--- config.mk ---
export PLATFORM = sky130hd
export DESIGN_NAME = gps_fe_monitor_flat
export DESIGN_NICKNAME = d
export VERILOG_FILES = /design/src/rtl/gps_fe_monitor_pkg.sv /design/src/rtl/gps_fe_monitor_if.sv /design/src/rtl/gps_fe_sync.sv /design/src/rtl/gps_fe_monitor.sv /design/src/flat_wrapper.sv
export SDC_FILE = /design/constraint.sdc
export NUM_CORES = 1
export LEC_CHECK = 0
export CAP_MARGIN = 10
export CORE_ASPECT_RATIO = 1.1
export CORE_MARGIN = 1.5
export CORE_UTILIZATION = 56
export DETAILED_ROUTE_END_ITERATION = 8
export PLACE_DENSITY = 0.73
export SLEW_MARGIN = 20
export SYNTH_ARGS = -nofsm -noshare
export SYNTH_HDL_FRONTEND = slang
export SYNTH_SLANG_ARGS = --single-unit
--- constraint.sdc ---
create_clock -name clk -period 10.5 [get_ports clk]
set_input_delay 1.05 -clock clk [delete_from_list [all_inputs] [get_ports clk]]
set_output_delay 1.05 -clock clk [all_outputs]
set_load 0.005 [all_outputs]
--- src/rtl/gps_fe_monitor_pkg.sv ---
// Shared constants and helpers for the GPS front-end monitor.
// GPS_FE_HIST_EN widens the snapshot with a four-bin {sign,mag} histogram.
package gps_fe_monitor_pkg;

  localparam int GPS_FE_WIN_LEN   = 16368;
  localparam int GPS_FE_STUCK_LEN = 4096;

  typedef logic [1:0] fe_code_t;

  function automatic int cnt_width(input int win_len);
    return $clog2(win_len + 1);
  endfunction

  function automatic int snap_width(input int cnt_w);
`ifdef GPS_FE_HIST_EN
    return 3 + 6 * cnt_w;
`else
    return 3 + 2 * cnt_w;
`endif
  endfunction

  // Host software builds against this same layout width.
  localparam int GPS_FE_SNAP_W = snap_width(cnt_width(GPS_FE_WIN_LEN));

endpackage

--- src/rtl/gps_fe_monitor_if.sv ---
// Host-side control and status bundle of the front-end monitor.
interface gps_fe_monitor_if;
  logic run;
  logic ser_load;
  logic ser_next;
  logic ser;
  logic win_done;
  logic stuck;

  modport master (output run, ser_load, ser_next, input ser, win_done, stuck);
  modport slave  (input run, ser_load, ser_next, output ser, win_done, stuck);
endinterface

--- src/rtl/gps_fe_sync.sv ---
// Two-flop synchroniser for asynchronous front-end bits.
module gps_fe_sync #(
  parameter int W = 1
) (
  input  logic         clk,
  input  logic         rst,
  input  logic [W-1:0] i_d,
  output logic [W-1:0] o_q
);
  logic [W-1:0] r_s1;
  logic [W-1:0] r_s2;

  always_ff @(posedge clk or posedge rst) begin
    if (rst) begin
      r_s1 <= '0;
      r_s2 <= '0;
    end else begin
      r_s1 <= i_d;
      r_s2 <= r_s1;
    end
  end

  assign o_q = r_s2;
endmodule

--- src/rtl/gps_fe_monitor.sv ---
// Re-times the raw sign/mag stream and gathers per-window statistics for serial readout.
// Define GPS_FE_HIST_EN to add the per-code histogram to the snapshot.
module gps_fe_monitor
  import gps_fe_monitor_pkg::*;
#(
  parameter int WIN_LEN   = GPS_FE_WIN_LEN,
  parameter int STUCK_LEN = GPS_FE_STUCK_LEN
) (
  input  logic               clk,
  input  logic               rst,
  input  logic               I_sign_raw,
  input  logic               I_mag_raw,
  gps_fe_monitor_if.slave    bus,
  output logic               sample,
  output logic               mag
);
  localparam int CNT_W  = cnt_width(WIN_LEN);
  localparam int SNAP_W = snap_width(CNT_W);
  localparam int SC_W   = $clog2(STUCK_LEN + 1);

  fe_code_t           w_code;
  logic               w_sign;
  logic               w_mag;
  logic               r_sample;
  logic               r_mag;
  logic [CNT_W-1:0]   r_idx;
  logic [CNT_W-1:0]   r_sign_cnt;
  logic [CNT_W-1:0]   r_mag_cnt;
  logic [CNT_W-1:0]   r_res_sign;
  logic [CNT_W-1:0]   r_res_mag;
  logic [CNT_W-1:0]   w_sign_sum;
  logic [CNT_W-1:0]   w_mag_sum;
  logic               w_win_last;
  logic               r_unread;
  logic               r_ovf;
  logic [SC_W-1:0]    r_scnt;
  logic               w_stuck;
  logic               r_stuck_seen;
  logic [SNAP_W-1:0]  w_snap_load;
  logic [SNAP_W-1:0]  r_snap;

  gps_fe_sync #(.W(2)) u_sync (
    .clk (clk),
    .rst (rst),
    .i_d ({I_sign_raw, I_mag_raw}),
    .o_q (w_code)
  );

  assign w_sign = w_code[1];
  assign w_mag  = w_code[0];

  always_ff @(posedge clk or posedge rst) begin
    if (rst) begin
      r_sample <= 1'b0;
      r_mag    <= 1'b0;
    end else begin
      r_sample <= w_sign;
      r_mag    <= w_mag;
    end
  end

  assign sample = r_sample;
  assign mag    = r_mag;

  assign w_win_last   = bus.run && (r_idx == CNT_W'(WIN_LEN - 1));
  assign bus.win_done = w_win_last;
  assign w_sign_sum   = r_sign_cnt + CNT_W'(w_sign);
  assign w_mag_sum    = r_mag_cnt + CNT_W'(w_mag);

  always_ff @(posedge clk or posedge rst) begin
    if (rst) begin
      r_idx      <= '0;
      r_sign_cnt <= '0;
      r_mag_cnt  <= '0;
      r_res_sign <= '0;
      r_res_mag  <= '0;
    end else if (!bus.run) begin
      r_idx      <= '0;
      r_sign_cnt <= '0;
      r_mag_cnt  <= '0;
    end else if (w_win_last) begin
      r_res_sign <= w_sign_sum;
      r_res_mag  <= w_mag_sum;
      r_idx      <= '0;
      r_sign_cnt <= '0;
      r_mag_cnt  <= '0;
    end else begin
      r_idx      <= r_idx + CNT_W'(1);
      r_sign_cnt <= w_sign_sum;
      r_mag_cnt  <= w_mag_sum;
    end
  end

  // A window ending in the same cycle as a load re-arms unread and never counts as overflow.
  always_ff @(posedge clk or posedge rst) begin
    if (rst) begin
      r_unread <= 1'b0;
      r_ovf    <= 1'b0;
    end else begin
      r_unread <= w_win_last ? 1'b1 : (bus.ser_load ? 1'b0 : r_unread);
      r_ovf    <= bus.ser_load ? 1'b0 : ((w_win_last && r_unread) ? 1'b1 : r_ovf);
    end
  end

  // r_sample holds the previous synchronised sign, so a mismatch is a transition.
  assign w_stuck   = (r_scnt == SC_W'(STUCK_LEN));
  assign bus.stuck = w_stuck;

  always_ff @(posedge clk or posedge rst) begin
    if (rst) begin
      r_scnt       <= '0;
      r_stuck_seen <= 1'b0;
    end else begin
      if (w_sign != r_sample) begin
        r_scnt <= '0;
      end else if (!w_stuck) begin
        r_scnt <= r_scnt + SC_W'(1);
      end
      r_stuck_seen <= w_stuck ? 1'b1 : (bus.ser_load ? 1'b0 : r_stuck_seen);
    end
  end

`ifdef GPS_FE_HIST_EN
  logic [3:0][CNT_W-1:0] w_hist_res;

  generate
    for (genvar gi = 0; gi < 4; gi++) begin : gen_hist
      logic             w_hit;
      logic [CNT_W-1:0] r_cnt;
      logic [CNT_W-1:0] r_res;

      assign w_hit = (w_code == fe_code_t'(gi));

      always_ff @(posedge clk or posedge rst) begin
        if (rst) begin
          r_cnt <= '0;
          r_res <= '0;
        end else if (!bus.run) begin
          r_cnt <= '0;
        end else if (w_win_last) begin
          r_res <= r_cnt + CNT_W'(w_hit);
          r_cnt <= '0;
        end else begin
          r_cnt <= r_cnt + CNT_W'(w_hit);
        end
      end

      assign w_hist_res[gi] = r_res;
    end
  endgenerate

  assign w_snap_load = {r_unread, r_ovf, r_stuck_seen, r_res_sign, r_res_mag,
                        w_hist_res[0], w_hist_res[1], w_hist_res[2], w_hist_res[3]};
`else
  assign w_snap_load = {r_unread, r_ovf, r_stuck_seen, r_res_sign, r_res_mag};
`endif

  always_ff @(posedge clk or posedge rst) begin
    if (rst) begin
      r_snap <= '0;
    end else if (bus.ser_load) begin
      r_snap <= w_snap_load;
    end else if (bus.ser_next) begin
      r_snap <= {r_snap[SNAP_W-2:0], 1'b0};
    end
  end

  assign bus.ser = r_snap[SNAP_W-1];
endmodule
--- src/flat_wrapper.sv ---
// flat-port wrapper written by rule: the top's interface ports become plain ports
module gps_fe_monitor_flat import gps_fe_monitor_pkg::*;
#(
  parameter int WIN_LEN   = GPS_FE_WIN_LEN,
  parameter int STUCK_LEN = GPS_FE_STUCK_LEN
)
  (clk, rst, I_sign_raw, I_mag_raw, sample, mag, bus_run, bus_ser_load, bus_ser_next, bus_ser, bus_win_done, bus_stuck);
  gps_fe_monitor_if bus_i ();
  input  logic clk;
  input  logic rst;
  input  logic I_sign_raw;
  input  logic I_mag_raw;
  output logic sample;
  output logic mag;
  input wire logic [$bits(bus_i.run)-1:0] bus_run;
  input wire logic [$bits(bus_i.ser_load)-1:0] bus_ser_load;
  input wire logic [$bits(bus_i.ser_next)-1:0] bus_ser_next;
  output wire logic [$bits(bus_i.ser)-1:0] bus_ser;
  output wire logic [$bits(bus_i.win_done)-1:0] bus_win_done;
  output wire logic [$bits(bus_i.stuck)-1:0] bus_stuck;
  assign bus_i.run = bus_run;
  assign bus_i.ser_load = bus_ser_load;
  assign bus_i.ser_next = bus_ser_next;
  assign bus_ser = bus_i.ser;
  assign bus_win_done = bus_i.win_done;
  assign bus_stuck = bus_i.stuck;
  gps_fe_monitor #(.WIN_LEN(WIN_LEN), .STUCK_LEN(STUCK_LEN)) u_core (.clk(clk), .rst(rst), .I_sign_raw(I_sign_raw), .I_mag_raw(I_mag_raw), .bus(bus_i), .sample(sample), .mag(mag));
endmodule
Word-level counts from Yosys, hierarchy flattened
Index checks and enable logic that the tools add are counted.

storage, ports and cells
  input bits = 7
  flip-flop bits (word level) = 123

operators by class
  equality and inequality tests = 4
  add/subtract/negate cells = 4
  multiplexer cells = 15
  reductions and logical operators = 7

operators with widths
  kind                                                             number
  14-bit two-way mux                                               6
  31-bit two-way mux                                               2
  14-bit by 1-bit adder with 14-bit output                         2
  13-bit two-way mux                                               2
  14-bit by 1-bit adder with 14-bit output, second input constant  1
  14-bit equality test, second input constant                      1
  13-bit by 1-bit adder with 13-bit output, second input constant  1
  13-bit equality test, second input constant                      1
  2-bit nonzero test                                               4
  1-bit two-way mux                                                5
  1-bit logical AND                                                2
  2-bit != test, second input constant                             1
  2-bit AND reduction                                              1
  1-bit != test                                                    1

Logic depth before layout (Yosys ltp)
Gate-level depths: netlist of run 1.

  word-level depth = 5
  depth in mapped cells = 7

Hierarchy
Synthesis of run 1 repeated with hierarchy kept, for this count alone.

second synthesis, totals
  cells, all modules = 513
  area total of the unflattened synthesis = 5302.6 um2

modules (own cells, without submodules)
  module          seq. area each (um2)  times used  area each (um2)  cells an instance
  gps_fe_monitor  2977.9                1           5198.7           508
  gps_fe_sync     100.1                 1           103.8            5

Least setup slack after synthesis of run 1
Ideal clock, no wire load.

  path type = input port to output port
  start = input port bus_run
  end = output port bus_win_done
  stages = 3
  required time = 9.450 ns
  arrival = 1.382 ns
  setup slack = 8.068 ns
  cell sequence = nand3b_1 > nor2_1 > and3_1

between the ends
  longest elaborated chain between the ends = 1

ends and longest elaborated chain
  item                RTL line              RTL
  start: declaration  flat_wrapper.sv:15    input wire logic [$bits(bus_i.run)-1:0] bus_run;
  1-bit logical AND   gps_fe_monitor.sv:65  assign w_win_last = bus.run && (r_idx == CNT_W'(WIN_LEN - 1));
  end: declaration    flat_wrapper.sv:19    output wire logic [$bits(bus_i.win_done)-1:0] bus_win_done;

No other way between the ends.

Worst setup path in the final report of run 1
Ends and elaborated chain as after synthesis.

==> summary.md, run 1 <==
| Metric | Value |
|---|---|
| Buffers inserted during post-CTS setup optimization | `0` |
| Via count of the first global-routing pass | `3,563` |
| Final worst path period share | `0.3373` |
| Clock tree from TritonCTS | `yes` |
| Total iterations of the first detailed-routing run | `4` |
| Transition time of the tightest slew-check pin | `983.3 ps` |
| Total cell area at the placement stage | `5593 µm²` |
| Count of distinct cell types in the synthesized netlist | `34` |
| Warnings, synthesis | `0` |
| Overall track demand over capacity in global routing | `0.2071` |
| Largest fanout on the critical path | `5` |
| Worst vdd rail ir drop | `0.00009685 V` |
| Final Setup Violations | `0` |
| Detail-routed net length per standard cell | `between 10 and 15 µm` |
| Max Cap Viol | `0` |
| Count of unresolved DRC violations after routing | `0` |
| Total CTS buffers | `17` |
| Worst slack at placement | `6975 ps` |
| Leak | `roughly 2.7 nW` |
| Core area | `9398 µm²` |
| Worst hold slack across all endpoints | `approximately 350 ps` |
| Critical Path Start Type | `input port` |
| Setup TNS | `0 ps` |
| PortBufs | `11` |
| Max-slew headroom at the worst pin | `0.3445` |
| Maximum buffer depth of the clock tree | `2` |
| Area overhead of the layout relative to synthesis | `12.24%` |
| Global-route wire length before repair | `17,030 µm` |
| Data arrival time of the worst path | `between 2000 and 2500 ps` |
| Largest net degree at the start of global routing | `a little under 70` |
| Final setup margin | `6958 ps` |
| Number of gates given a new drive strength after cts | `0` |
| Final design instance area without fill | `approximately 6100 µm²` |
| Die footprint | `about 10,000 µm²` |
| HPWL reported at the end of detailed placement | `between 6000 and 7000 µm` |
| Number of antenna violations at the first check in global routing | `0` |
| Count of cells along the worst hold path | `0` |
| CTS H-tree depth | `4` |
| Layout Skew | `8.926 ps` |
| Clock Sink Count | `around 120` |
| Initial drt markers | `roughly 220` |
| Max Freq | `about 0.28 GHz` |
| Effective utilization at floorplan | `0.5788` |
| Share of cells above drive strength 1 | `0.08073` |
| Clock network latency to the later pin of the worst-skew pair | `510 ps` |
| Net count reported at finish | `between 500 and 600` |
| CTS clock-pin slew for the worst setup and hold paths | `~50 ps` |
| Boundary Pins | `12` |
| Count of standard-cell rows | `37` |
| Die boundary width | `96.97 µm` |
| Status | `complete, no violations` |
| Fill cell total of the finished layout | `between 700 and 800` |
| Worst setup path category | `in -> out` |
| Total via count after detailed routing | `~3,700` |
| Worst reg-to-reg path cell count | `6` |
| Pwr per Cell Area | `168.0 nW/µm²` |
| #FFs+latches synth | `between 100 and 150` |
| Cell count after placement | `around 630` |
| RSZ-0062 raised after global routing | `false` |
| Min cycle time layout | `about 3500 ps` |
| Sequential-to-total area share from yosys stat | `0.5659` |
| Critical path required time | `between 9000 and 10,000 ps` |
| HP Class | `reg -> reg` |
| Gpl congestion | `0.7861` |
| Final count of hold timing violations | `0` |
| Worst reg2reg setup slack | `approximately 8300 ps` |
| Clk root buf | `clkbuf_8` |
| Antenna Violating Nets Remaining | `0` |
| Antenna diodes | `0` |
| Number of nets produced by synthesis | `540` |
| Post-Syn Area per Cell | `approximately 10 µm²` |
| Drt via density | `~5.6` |
| Number of instances in the synthesized netlist | `~520` |
| Final routed wirelength across all metal layers | `9583 µm` |
| Die height | `106.4 µm` |
| Number of max-slew violations in the final report | `0` |
| Cell Count, Final, Fillers Out | `roughly 660` |
| Critical path endpoint category | `primary output` |
| Total global routing overflow | `0` |
| Quantity of hold-fixing buffers added after cts | `0` |
| Cell Area, Synth | `around 5400 µm²` |
[layout make-up]
class                   instances  area [µm²]  share of cell area
clock buffers                  27       501.7             0.08219
clock inverters                 2       10.01            0.001640
inverters                      16       62.56             0.01025
multi-input cells             362        2176              0.3564
flip-flops and latches        123        3078              0.5042
well taps                     117       146.4             0.02398
repair buffers                 15       130.1             0.02132
[where the power goes]
part           leakage [nW]  internal [mW]  switching [mW]
Combinational         0.772         0.0117          0.0268
Sequential             1.70          0.480         0.00588
Clock                 0.254          0.316           0.185
[logic make-up after synthesis]
kind of cell    Yosys count  synth area share
mux                      31           0.05705
simple gates            205            0.1762
xor+xnor                 43           0.06924
compound gates           74           0.07683
fa+ha+maj                 9           0.02070
buf+inv                  39           0.03405
flops                   123            0.5659
[metal layers]
metal,part of all wire,track usage,vias up
met5,0,0,-
met4,0.013,0.09317,0
met3,0.027,0.05325,11
met2,0.47,0.3047,52
met1,0.49,0.2911,1824
li1,-,-,1800
[path summary, 6_finish.rpt]
check	from	to
min in group asynchronous	rst	u_core.r_snap[3]$_DFFE_PP0P_
max	bus_run	bus_win_done
min reg2reg	u_core.u_sync.r_s1[0]$_DFF_PP0_	u_core.u_sync.o_q[0]$_DFF_PP0_
max reg2reg	u_core.r_idx[0]$_DFF_PP0_	u_core.r_sign_cnt[3]$_DFF_PP0_
max in group asynchronous	rst	u_core.r_res_sign[9]$_DFFE_PP0P_
min	u_core.u_sync.r_s1[0]$_DFF_PP0_	u_core.u_sync.o_q[0]$_DFF_PP0_
[metrics by stage]
step,utilization,power [mW]
floorplan,-,0.5227
global placement,0.5951,0.5325
detailed placement,0.5951,0.5336
CTS,0.6496,1.038
global route,0.6496,1.064
finish,0.6496,1.026
[synth_stat cells]
| cell | instances | area (µm²) |
|---|---|---|
| o21ai_1 | 8 | 40.04 |
| nand4_1 | 10 | 62.56 |
| a31oi_1 | 2 | 12.51 |
| xor2_1 | 18 | 157.7 |
| nor2b_1 | 1 | 6.260 |
| nand2_1 | 63 | 236.5 |
| inv_1 | 16 | 60.06 |
| nand3_1 | 18 | 90.09 |
| and4_1 | 5 | 43.79 |
| nor2_1 | 66 | 247.7 |
| or4_1 | 1 | 7.510 |
| dfrtp_1 | 123 | 3078 |
| nor4b_1 | 3 | 26.28 |
| nor4_1 | 9 | 56.30 |
| a311oi_1 | 1 | 8.760 |
| nand2b_1 | 3 | 18.77 |
| nor3_1 | 9 | 45.04 |
| or3_1 | 5 | 31.28 |
| or2_0 | 1 | 6.260 |
| xnor2_1 | 25 | 219.0 |
| o21ai_0 | 37 | 185.2 |
| or2_1 | 2 | 12.51 |
| mux2i_1 | 31 | 310.3 |
| ha_1 | 9 | 112.6 |
| nand3_2 | 1 | 10.01 |
| buf_6 | 4 | 45.04 |
| a21oi_1 | 15 | 75.07 |
| and2_1 | 3 | 18.77 |
| nand4_2 | 1 | 12.51 |
| and3_1 | 3 | 18.77 |
| o21ai_2 | 11 | 96.34 |
| buf_2 | 7 | 35.03 |
| clkbuf_1 | 12 | 45.04 |
| nand3b_1 | 1 | 7.510 |
[sequential cells by signal, summed over array words and instances (netlist names)]
signal               flops
u_core.r_idx            14
u_core.mag               1
u_core.u_sync.r_s1       2
u_core.r_res_sign       14
u_core.r_stuck_seen      1
u_core.r_unread          1
u_core.r_mag_cnt        14
u_core.r_scnt           13
u_core.r_ovf             1
u_core.r_sign_cnt       14
u_core.u_sync.o_q        2
u_core.r_res_mag        14
u_core.sample            1
u_core.r_snap           31
[cell usage in the layout, fill, tap and decap left out, types with 10 or more instances in the layout]
cell type	Yosys	final
dfrtp_1	123	123
o21ai_2	11	11
inv_1	16	15
xnor2_1	25	25
nand4_1	10	10
clkbuf_16	0	16
xor2_1	18	18
nand2_1	63	63
nor2_1	66	66
nand3_1	18	18
a21oi_1	15	15
mux2i_1	31	31
o21ai_0	37	37
[worst max-delay path, cell delays in order]
cell,delay (ps)
clkdlybuf4s50_1,550
nand3b_1,140
nor2_1,100
and3_1,160
clkdlybuf4s50_1,500
Note: power is estimated with default switching activity, not from simulation.
==> inputs of run 2 (changes only) <==
==> constraint.sdc (replaced) <==
create_clock -name clk -period 3.5 [get_ports clk]
set_input_delay 0.35 -clock clk [delete_from_list [all_inputs] [get_ports clk]]
set_output_delay 0.35 -clock clk [all_outputs]
set_load 0.005 [all_outputs]
==> run 2 against run 1 <==
Worst hold slack got worse by 80 ps. Critical path type is now reg -> out. Wire length rose by 3.4%. Cell area rose by 2.2%.
==> summary.md, run 2 (synthesis gave the netlist of run 1 again) <==
| Metric | Value |
|---|---|
| Worst setup path category | `reg -> out` |
| Register with the most flip-flops | `u_core.r_snap` |
| Area of the multi-input gates | `roughly 2200 µm²` |
| Final routed wirelength across all metal layers | `between 9000 and 10,000 µm` |
| Detail-routed net length per standard cell | `14.90 µm` |
| CTS H-tree depth | `4` |
| Launch instance of the worst min-delay path | `I_mag_raw` |
| Worst vdd rail ir drop | `~0.00032 V` |
| Seq. cell area | `~3100 µm²` |
| Worst setup startpoint | `u_core.r_scnt[0]$_DFFE_PP0P_` |
| Max Freq | `roughly 0.38 GHz` |
| Data arrival time of the worst path | `~2300 ps` |
| Clock network latency to the later pin of the worst-skew pair | `between 500 and 600 ps` |
| Total cell area at the placement stage | `approximately 5600 µm²` |
| Leak | `around 2.8 nW` |
| Number of gates given a new drive strength after cts | `0` |
| Final standard cell utilization of the core | `0.6641` |
| Share of cells above drive strength 1 | `0.08577` |
| Clock tree from TritonCTS | `yes` |
| Transition time of the tightest slew-check pin | `919.3 ps` |
| Final count of hold timing violations | `0` |
| Boundary Pins | `12` |
| Crit-path most repeated cell | `inv_1` |
| Number of max-slew violations in the final report | `0` |
| Startpoint of the worst register-to-register path | `u_core.r_idx[0]$_DFF_PP0_` |
| Drt via density | `between 5 and 6` |
| Area overhead of the layout relative to synthesis | `14.75%` |
| Initial drt markers | `roughly 250` |
| Critical path endpoint category | `primary output` |
| HP Class | `in -> reg` |
| Total Power Consumption | `3.447 mW` |
| Delay of the slowest critical-path stage | `490 ps` |
| Most frequent standard cell in the layout excluding fill and tap cells | `dfrtp_1` |
| Number of antenna violations at the first check in global routing | `0` |
| RSZ-0062 raised after global routing | `false` |
| Via count of the first global-routing pass | `3,751` |
| Clock Sink Count | `between 100 and 150` |
| Total global routing overflow | `0` |
| Die boundary width | `between 90 and 100 µm` |
| Critical path required time | `roughly 3200 ps` |
| Flip-flop count of the largest register after layout | `31` |
| Count of standard-cell rows | `37` |
| Die height | `~110 µm` |
| HPWL reported at the end of detailed placement | `slightly above 6000 µm` |
| Min cycle time layout | `between 2000 and 3000 ps` |
| Buffers inserted during post-CTS setup optimization | `0` |
| Max-slew headroom at the worst pin | `0.3851` |
| Net count reported at finish | `551` |
| Status | `complete, no violations` |
| Setup TNS | `0 ps` |
| Count of unresolved DRC violations after routing | `0` |
| Overall track demand over capacity in global routing | `0.2114` |
| CTS clock-pin slew for the worst setup and hold paths | `approximately 50 ps` |
| Final design instance area without fill | `about 6200 µm²` |
| Quantity of hold-fixing buffers added after cts | `0` |
| Antenna Violating Nets Remaining | `0` |
| Fill cell total of the finished layout | `between 700 and 800` |
| Die footprint | `10,310 µm²` |
| Pwr per Cell Area | `552.3 nW/µm²` |
| Final Setup Violations | `0` |
| Final worst path period share | `0.7575` |
| Total via count after detailed routing | `between 3,000 and 4,000` |
| Largest fanout on the critical path | `5` |
| Clk root buf | `clkbuf_8` |
| Effective utilization at floorplan | `0.5788` |
| Critical Path Start Type | `register` |
| Worst hold slack across all endpoints | `between 200 and 300 ps` |
| Maximum buffer depth of the clock tree | `2` |
| Layout Skew | `approximately 9.0 ps` |
| Largest net degree at the start of global routing | `about 120` |
| Gpl congestion | `between 0.7 and 0.8` |
| Antenna diodes | `0` |
| Total iterations of the first detailed-routing run | `4` |
| Max Cap Viol | `0` |
| Global-route wire length before repair | `17,250 µm` |
| Commonest cells after routing, fill and taps aside | `dfrtp_1, nor2_1, nand2_1` |
| Total CTS buffers | `17` |
| PortBufs | `11` |
| Cells along the critical path | `inv_1, ha_1, nor4b_1, nand3_1, inv_1, clkdlybuf4s50_1` |
| Core area | `9398 µm²` |
| Slowest CP cell | `clkdlybuf4s50_1` |
-- run 2: area by class of cell --
type | count | share of cell area
repair buffers | 15 | 0.02285
clock buffers | 25 | 0.07598
flip-flops and latches | 123 | 0.4932
multi-input cells | 362 | 0.3486
well taps | 117 | 0.02346
inverters | 16 | 0.01022
clock inverters | 7 | 0.02566
-- run 2: path summary, 6_finish.rpt --
| check | slack (ps) | endpoint | depth (start not counted) |
|---|---|---|---|
| min | 270 | u_core.u_sync.r_s1[0]$_DFF_PP0_ | 1 |
| min reg2reg | 350 | u_core.u_sync.o_q[0]$_DFF_PP0_ | 0 |
| max in group asynchronous | 2690 | u_core.r_res_sign[8]$_DFFE_PP0P_ | 3 |
| max | 850 | bus_stuck | 6 |
| min in group asynchronous | 380 | u_core.r_snap[7]$_DFFE_PP0P_ | 3 |
| max reg2reg | 1410 | u_core.r_sign_cnt[10]$_DFF_PP0_ | 6 |
-- run 2: critical path: cells and delay by family (launching register included) --
kind / cells / cell delay, ps
buffers and inverters: 3 / 680
and+or+nand+nor: 2 / 540
DFF: 1 / 430
adders and majority gates: 1 / 130
-- run 2: routing by layer --
layer,global-route usage,part of all wire
met4,0.09834,0.018
met3,0.05917,0.031
met5,0,0
met2,0.3382,0.49
met1,0.2684,0.46
-- run 2: power breakdown --
| part | switching (mW) | leakage, nW | internal, mW |
|---|---|---|---|
| logic | 0.0821 | 0.773 | 0.0370 |
| registers | 0.0173 | 1.70 | 1.44 |
| clock network | 0.587 | 0.310 | 1.28 |
| total | 0.687 | 2.78 | 2.76 |
-- run 2: metrics by stage --
stage	setup slack, ps	cells
after global routing	639.2	665
after detailed placement	1335	633
after CTS	800.3	665
final	848.8	665
after global placement	1381	633
after floorplan	1639	524
